### config.mk
export PLATFORM = sky130hd
export DESIGN_NAME = afh_map_builder
export DESIGN_NICKNAME = d
export VERILOG_FILES = /design/src/rtl/afh_pkg.sv /design/src/rtl/afh_map_ram.sv /design/src/rtl/afh_map_builder.sv
export SDC_FILE = /design/constraint.sdc
export NUM_CORES = 1
export LEC_CHECK = 0
export CAP_MARGIN = 15
export CELL_PAD_IN_SITES_DETAIL_PLACEMENT = 0
export CELL_PAD_IN_SITES_GLOBAL_PLACEMENT = 2
export CORE_AREA = 2 2 265 267
export CTS_CLUSTER_DIAMETER = 100
export DETAILED_ROUTE_END_ITERATION = 8
export DIE_AREA = 0 0 267 269
export PLACE_DENSITY = 0.88
export SLEW_MARGIN = 25
export SYNTH_ARGS = -nofsm -noshare
export SYNTH_HDL_FRONTEND = slang
export SYNTH_SLANG_ARGS = --single-unit
### constraint.sdc
create_clock -name clk -period 5.2 [get_ports clk]
set_input_delay 0.78 -clock clk [delete_from_list [all_inputs] [get_ports clk]]
set_output_delay 0.78 -clock clk [all_outputs]
set_load 0.005 [all_outputs]
### src/rtl/afh_pkg.sv
// Shared constants, FSM state type and basic-hop-index to RF-channel mapping for the AFH map builder.
package afh_pkg;

    localparam int         NUM_CH  = 79;
    localparam int         N_MIN   = 20;
    localparam logic [6:0] NUM_CH_W = 7'd79;
    localparam logic [6:0] LAST_K_W = 7'd78;
    localparam logic [6:0] N_MIN_W  = 7'd20;

    typedef enum logic [1:0] {
        ST_IDLE   = 2'd0,
        ST_SCAN   = 2'd1,
        ST_FINISH = 2'd2
    } afh_state_e;

    // Basic mapping order: even channels 0..78 first, then odd channels 1..77.
    function automatic logic [6:0] basic_to_rf(input logic [6:0] k);
        logic [6:0] odd_off;
        odd_off = k - 7'd40;
        if (k <= 7'd39) begin
            basic_to_rf = {k[5:0], 1'b0};
        end else begin
            basic_to_rf = {odd_off[5:0], 1'b1};
        end
    endfunction

endpackage

### src/rtl/afh_map_ram.sv
// 79x7 remap table: async-reset register file, one registered write port, one async read port.
module afh_map_ram
    import afh_pkg::*;
(
    input  logic       clk,
    input  logic       rstz,
    input  logic       we_i,
    input  logic [6:0] waddr_i,
    input  logic [6:0] wdata_i,
    input  logic [6:0] raddr_i,
    output logic [6:0] rdata_o
);

    logic [6:0] mem_q [NUM_CH];

    // Table storage; cleared to zero on reset.
    always_ff @(posedge clk or negedge rstz) begin
        if (!rstz) begin
            for (int i = 0; i < NUM_CH; i++) begin
                mem_q[i] <= 7'd0;
            end
        end else if (we_i && (waddr_i < NUM_CH_W)) begin
            mem_q[waddr_i] <= wdata_i;
        end
    end

    assign rdata_o = (raddr_i < NUM_CH_W) ? mem_q[raddr_i] : 7'd0;

endmodule

### src/rtl/afh_map_builder.sv
// Builds the AFH remap table and used-channel count N from a snapshot of the channel map.
// Define AFH_MAP_DBUF_EN for a double-buffered table that swaps banks on a successful build.
module afh_map_builder
    import afh_pkg::*;
(
    input  logic        clk,
    input  logic        rstz,
    input  logic        start,
    input  logic [79:0] channel_map,
    input  logic [6:0]  rd_idx,
    output logic [6:0]  rd_ch,
    output logic [6:0]  afh_modN,
    output logic        busy,
    output logic        done,
    output logic        map_valid,
    output logic        map_err
);

    afh_state_e  state_q;
    logic [6:0]  k_q;
    logic [6:0]  cnt_q;
    logic [6:0]  modn_q;
    logic [78:0] snap_q;
    logic        busy_q;
    logic        done_q;
    logic        valid_q;
    logic        err_q;
    logic [6:0]  scan_ch_s;
    logic        wr_en_s;

    assign scan_ch_s = basic_to_rf(k_q);
    // The abort edge (start while scanning) must not write into the table.
    assign wr_en_s   = (state_q == ST_SCAN) && !start && snap_q[scan_ch_s];

`ifdef AFH_MAP_DBUF_EN
    logic       bank_q;
    logic [6:0] rd0_s;
    logic [6:0] rd1_s;

    afh_map_ram u_ram0 (
        .clk     (clk),
        .rstz    (rstz),
        .we_i    (wr_en_s && bank_q),
        .waddr_i (cnt_q),
        .wdata_i (scan_ch_s),
        .raddr_i (rd_idx),
        .rdata_o (rd0_s)
    );

    afh_map_ram u_ram1 (
        .clk     (clk),
        .rstz    (rstz),
        .we_i    (wr_en_s && !bank_q),
        .waddr_i (cnt_q),
        .wdata_i (scan_ch_s),
        .raddr_i (rd_idx),
        .rdata_o (rd1_s)
    );

    assign rd_ch = bank_q ? rd1_s : rd0_s;
`else
    afh_map_ram u_ram (
        .clk     (clk),
        .rstz    (rstz),
        .we_i    (wr_en_s),
        .waddr_i (cnt_q),
        .wdata_i (scan_ch_s),
        .raddr_i (rd_idx),
        .rdata_o (rd_ch)
    );
`endif

    // Build FSM: snapshot, 79-cycle scan, one-cycle finish with registered status outputs.
    always_ff @(posedge clk or negedge rstz) begin
        if (!rstz) begin
            state_q <= ST_IDLE;
            k_q     <= 7'd0;
            cnt_q   <= 7'd0;
            modn_q  <= 7'd0;
            snap_q  <= 79'd0;
            busy_q  <= 1'b0;
            done_q  <= 1'b0;
            valid_q <= 1'b0;
            err_q   <= 1'b0;
`ifdef AFH_MAP_DBUF_EN
            bank_q  <= 1'b0;
`endif
        end else begin
            done_q <= 1'b0;
            case (state_q)
                ST_IDLE, ST_SCAN: begin
                    if (start) begin
                        snap_q  <= channel_map[78:0];
                        k_q     <= 7'd0;
                        cnt_q   <= 7'd0;
                        busy_q  <= 1'b1;
                        state_q <= ST_SCAN;
`ifndef AFH_MAP_DBUF_EN
                        valid_q <= 1'b0;
`endif
                    end else if (state_q == ST_SCAN) begin
                        if (snap_q[scan_ch_s]) begin
                            cnt_q <= cnt_q + 7'd1;
                        end
                        if (k_q == LAST_K_W) begin
                            state_q <= ST_FINISH;
                        end else begin
                            k_q <= k_q + 7'd1;
                        end
                    end
                end
                ST_FINISH: begin
                    busy_q  <= 1'b0;
                    done_q  <= 1'b1;
                    err_q   <= (cnt_q < N_MIN_W);
                    state_q <= ST_IDLE;
`ifdef AFH_MAP_DBUF_EN
                    if (cnt_q >= N_MIN_W) begin
                        modn_q  <= cnt_q;
                        valid_q <= 1'b1;
                        bank_q  <= ~bank_q;
                    end
`else
                    modn_q  <= cnt_q;
                    valid_q <= (cnt_q >= N_MIN_W);
`endif
                end
                default: begin
                    busy_q  <= 1'b0;
                    state_q <= ST_IDLE;
                end
            endcase
        end
    end

    assign afh_modN  = modn_q;
    assign busy      = busy_q;
    assign done      = done_q;
    assign map_valid = valid_q;
    assign map_err   = err_q;

endmodule

# ---- Yosys cells after proc, flatten, opt, wreduce, memory -nomap -nowiden
# Index checks and enable logic that the tools add are counted.
dict set report totals {
  mem_bits_rw 0
  mem_count 0
  elab_cells 149
  mem_bits_ro 0
  latchBits 0
  out_inout_bits 18
  regBits 659
}
dict set report classes {
  n_eq_ne 7
  order_cmp 9
  reduce_logical 15
  add_sub_neg 3
  div_mod_pow 0
  bitwise 2
  n_mux 25
  n_mul 0
  shift 0
}
# operator count
set op_table {}
lappend op_table {{bitwise mux 553 bit} 1}
lappend op_table {{two-way mux 7 bit} 11}
lappend op_table {{binary-select mux 7 bit (select 7 bit)} 1}
lappend op_table {{demux 7 bit (select 7 bit)} 1}
lappend op_table {{>= comparator 8 bit (second input constant)} 2}
lappend op_table {{inverter 7 -> 8 bit} 2}
lappend op_table {{adder 7 x 1 -> 7 bit (second input constant)} 2}
lappend op_table {{less-than comparator 7 bit (second input constant)} 2}
lappend op_table {{less-than comparator 7 x 8 -> 1 bit (second input constant)} 1}
lappend op_table {{less-than comparator 8 x 1 -> 1 bit (second input constant)} 1}
lappend op_table {{two-way mux 2 bit} 4}
lappend op_table {{binary-select mux 1 bit (select 7 bit)} 1}
lappend op_table {{equality test 7 bit (second input constant)} 1}
lappend op_table {{>= comparator 7 x 5 -> 1 bit (second input constant)} 1}
lappend op_table {{<= comparator 7 x 6 -> 1 bit (second input constant)} 1}
lappend op_table {{less-than comparator 7 x 5 -> 1 bit (second input constant)} 1}
lappend op_table {{inequality test 3 bit (second input constant)} 2}
lappend op_table {{AND reduction 2 bit} 3}
lappend op_table {{AND reduction 3 bit} 2}
lappend op_table {{nonzero test 2 bit} 3}
lappend op_table {{subtractor 6 bit (second input constant)} 1}
lappend op_table {{two-way mux 1 bit} 5}
lappend op_table {{logical AND 1 bit} 4}
lappend op_table {{inequality test 2 bit (second input constant)} 2}
lappend op_table {{6 further kinds} 6}

# ---- Longest topological paths before layout
dict set report logic_depth {
  word_depth 7
  ltp_mapped 15
  depth_no_buf 12
}

# ---- Cells and area by module
# A second synthesis with hierarchy kept.
dict set report unflattened {
  hier_cells 2143
  area_unflattened_um2 31036.0
}
# mod n_inst seq_area_each_um2 cells_each area_per_inst_um2
set by_module_without_submodules {}
lappend by_module_without_submodules {afh_map_ram 1 13838.3 1663 25623.3}
lappend by_module_without_submodules {afh_map_builder 1 2652.5 480 5412.7}

# ---- Least setup slack after synthesis
# OpenSTA, ideal clock, no wires.
dict set report synth_path {
  kind {input -> output}
  start {in rd_idx[0]}
  end {out rd_ch[0]}
  n_path_buf 4
  arrival_time_ns 3.572
  stages 8
  t_required_ns 4.420
  slack_ns 0.848
  cell_sequence {clkbuf_1 -> buf_1 -> buf_1 -> buf_1 -> mux4_2 -> mux4_2 -> inv_1 -> o21ai_0}
}
dict set report synth_between {
  elab_chain_cells 5
}
# item line
set synth_lines {}
lappend synth_lines {{start: declaration} afh_map_builder.sv:10} ;# input logic [6:0] rd_idx,
lappend synth_lines {{inverter 7 -> 8 bit (implied by the code)} afh_map_ram.sv:27} ;# assign rdata_o = (raddr_i < NUM_CH_W) ? mem_q[raddr_i] : 7'd0;
lappend synth_lines {{binary-select mux 7 bit (select 7 bit)} afh_map_ram.sv:27}
lappend synth_lines {{two-way mux 7 bit (implied by the code) (2 in series)} afh_map_ram.sv:27}
lappend synth_lines {{two-way mux 7 bit (*)} afh_map_ram.sv:27}
lappend synth_lines {{end: declaration} afh_map_builder.sv:11} ;# output logic [6:0] rd_ch,
# Every way passes the cells marked *; elsewhere a longest branch is shown, timed or not. The select of a mux whose other input is x is not followed.

# ---- Worst setup path after layout
dict set report layout_path {
  start {reg k_q[3]}
  end {reg u_ram.mem_q[39] (netlist bit)}
}
dict set report layout_between {
  elab_chain_cells 6
}
# item line
set layout_lines {}
lappend layout_lines {{start: declaration} afh_map_builder.sv:20} ;# logic [6:0] k_q;
lappend layout_lines {{start signal: assignment} afh_map_builder.sv:108} ;# k_q <= k_q + 7'd1;
lappend layout_lines {{subtractor 6 bit / <= comparator 7 x 6 -> 1 bit (equally long branches)} {afh_pkg.sv:19, afh_pkg.sv:20}}
lappend layout_lines {{two-way mux 7 bit (*)} afh_pkg.sv:20} ;# if (k <= 7'd39) begin
lappend layout_lines {{binary-select mux 1 bit (select 7 bit)} afh_map_builder.sv:33} ;# assign wr_en_s = (state_q == ST_SCAN) && !start && snap_q[scan_ch_s];
lappend layout_lines {{two-way mux 1 bit (implied by the code)} afh_map_builder.sv:33}
lappend layout_lines {{logical AND 1 bit} afh_map_builder.sv:33}
lappend layout_lines {{logical AND 1 bit} afh_map_ram.sv:22} ;# end else if (we_i && (waddr_i < NUM_CH_W)) begin
lappend layout_lines {{end signal: indexed assignment} afh_map_ram.sv:23} ;# mem_q[waddr_i] <= wdata_i;
lappend layout_lines {{end: declaration} afh_map_ram.sv:14} ;# logic [6:0] mem_q [NUM_CH];
# Marked as above.
# A chain may end at the register's enable or synchronous reset.

==> out/metrics.yaml <==
max_freq_mhz: 220
cts_max_path_buffers: 3
netlist_area_sq_um: 30900
initial_core_util: 0.446
min_path_type: "in2async"
synth.avg_cell_area_sq_um: 14.5
boundaryPins: 108
worstSetupPathType: "reg2reg"
max_stage_delay_ns: 0.50
fillers: 5749
antenna_left: 0
vias: 18100
drc_errors: 0
worstPathArrival_ns: 5.04
cts_resized: 0
crit_required_ns: 5.69
synthCells: 2135
slew_violations: 0
num_antenna_cells: 0
cts_root_buf: "clkbuf_16"
cpMaxStageDelayCell: "dfrtp_1"
outcome: "finished, final reports clean"
fin_crit_sh: 0.876
clkTransAtPathRegs_ns: 0.06
dp_slack_ns: 0.632
std_cell_rows: 97
ys.flop_type: "dfrtp_1"
grt_first_pass_wirelength_um: 116000
tritoncts: "yes"
finalSetupTns_ns: 0
track_usage: 0.210
routed_wl_um: 73400
skew_ns: 0.0304
dp.cells: 3091
hpwl_um: 46500
cts_buffers: 71
htree_levels: 3
gp_congestion: 0.790
cts_setup_buffers: 0
drive_gt1_frac: 0.420
cp_top_family: "compound AO/OA/AOI/OAI gates"
worstMarginPinSlew_ns: 1.05
dieHeight_um: 269
layout_common_cells: "dfrtp_1 (656), mux2_2 (506), nand2_1 (289)"
fin_crit_ns: 4.55
finalSetupViolations: 0
cts_hold_buf: 0
via_per_inst: 5.63
yosysUniqueCellTypes: 64
final_common_cell: "dfrtp_1"
synth_edf_count: 0
finalNonFillerCells: 3216
drtIter0Drc: 1136
cts.sinks: 659
path_cells: "inv_1, ha_1, and3_1, a211o_2, nand2_4, mux2_2, a311o_1, o311a_1, o211a_1, o211ai_1, buf_4, nor2_2, mux2_1"
io_buffers: 106
dr.pass1.iters: 5
yosysWarnings: 0
rsz0062_at_grt: "false"
powerDensity_nw_per_um2: 316
area_delta_synth_final_pct: 15.1
grt_max_degree: 120
synth_seq_cells: 659
grt_pass1_vias: 19200
peakVddDrop_v: 0.000219
coreArea_sq_um: 69300
seq_area_frac_synth: 0.534
path_buf_inv: 2
p_leak_nw: 16.5
die_w_um: 267
start_kind: "flip-flop"
overflow: 0
cp-end-kind: "flip-flop"
async_flop_share: 1.00
cp_max_fo: 26
die_area_sq_um: 71800
drv_cap: 0
antenna_found_initial: 1
relSlewSlack: 0.301
insertion_delay_ns: 0.62
hold_viol: 0
final_nets: 2321
layout_setup_ws_ns: 0.647
wl_per_cell_um: 22.8
synth_nets: 2232
## sequential cells by signal, summed over array words and instances, names as in the netlist
name and cells:
map_err 1, afh_modN 7, map_valid 1, done 1
k_q 7, busy 1, state_q 2, snap_q 79
u_ram.mem_q 553, cnt_q 7
## kinds of logic after synthesis
logic type	count (synthesis)	synth area share
compound gates	75	0.0169
xor+xnor	5	0.00142
fa+ha+maj	7	0.00284
buf+inv	169	0.0226
flops	659	0.534
mux	759	0.343
simple gates	461	0.0796
## stage by stage
| step | hold WS, ns | util | instance area, sq um | total power [mW] |
|---|---|---|---|---|
| 5_1_grt | 0.279 | 0.513 | 35500 | 11.7 |
| 4_1_cts | 0.244 | 0.513 | 35500 | 11.3 |
| 6_report | 0.203 | 0.513 | 35500 | 11.2 |
| 3_3_place_gp | 0.454 | 0.478 | 33100 | 6.11 |
| 3_5_place_dp | 0.458 | 0.478 | 33100 | 6.13 |
| 2_1_floorplan | 0.437 | - | 30900 | 5.77 |
## cells in the mapped netlist, types with 2 or more instances
library cell  count  area share
o311ai_0          3     0.00085
nor3_4            8      0.0042
a21oi_1           5     0.00081
mux2i_1          20      0.0065
buf_4             7      0.0017
o31ai_1           4     0.00097
o22ai_1           2     0.00041
a221oi_1          4      0.0011
nor2b_1           6      0.0012
o21ai_2           2     0.00057
nand2b_1          8      0.0016
nor2_1           29      0.0035
or4_1             4     0.00097
o311a_1           2     0.00065
nand2_1         289       0.035
nand3_1          17      0.0028
nand4_1           5      0.0010
a211o_1           2     0.00057
buf_2             2     0.00032
o211ai_1          7      0.0017
mux2_2          506        0.18
nor2_2           13      0.0026
o31a_1            2     0.00057
xor2_1            2     0.00057
dfrtp_1         659        0.53
nor2_4           58       0.021
xnor2_1           3     0.00085
buf_1            21      0.0026
or3_1             2     0.00041
o21ai_0          25      0.0041
o2111ai_1         4      0.0011
nor3_1            9      0.0015
clkbuf_1        113       0.014
ha_1              7      0.0028
inv_1            20      0.0024
and3_1            3     0.00061
mux4_2          183        0.13
buf_6             3      0.0011
clkinv_1          2     0.00024
mux2_1           50       0.018
## per-layer routing
metal  GRT usage  vias to the layer above  wire length, um
met5           0                        -                0
met2       0.350                      372            36500
met3      0.0289                      108             2640
li1            -                     7932                -
met4      0.0645                        0             1790
met1       0.288                     9690            32500
## path summary, 6_finish.rpt
kind                                    end  cells past startpoint        from  slack, ns
setup reg to reg            u_ram.mem_q[39]                     13      k_q[3]       0.65
setup / recovery            u_ram.mem_q[39]                     13      k_q[3]       0.65
min in group clk                 snap_q[58]                      2  snap_q[58]       0.47
hold reg to reg                  snap_q[58]                      2  snap_q[58]       0.47
max in group asynchronous   u_ram.mem_q[52]                      2        rstz       3.77
hold / removal             u_ram.mem_q[464]                      1        rstz       0.20
## power by group
part           switching, mW  internal, mW  leakage (nW)
sequential            0.0628          5.23          9.04
combinational          0.466         0.273          6.33
clock                   2.11          3.08          1.18
## layout make-up
class | count | area (sq um) | share of cell area
inverters | 22 | 82.6 | 0.00232
repair buffers | 163 | 1640 | 0.0461
clock buffers | 98 | 2020 | 0.0569
well taps | 940 | 1180 | 0.0331
flip-flops and latches | 659 | 16500 | 0.464
clock inverters | 27 | 374 | 0.0105
multi-input cells | 1307 | 13700 | 0.387
No activity file was read; power rests on OpenSTA's default activity.
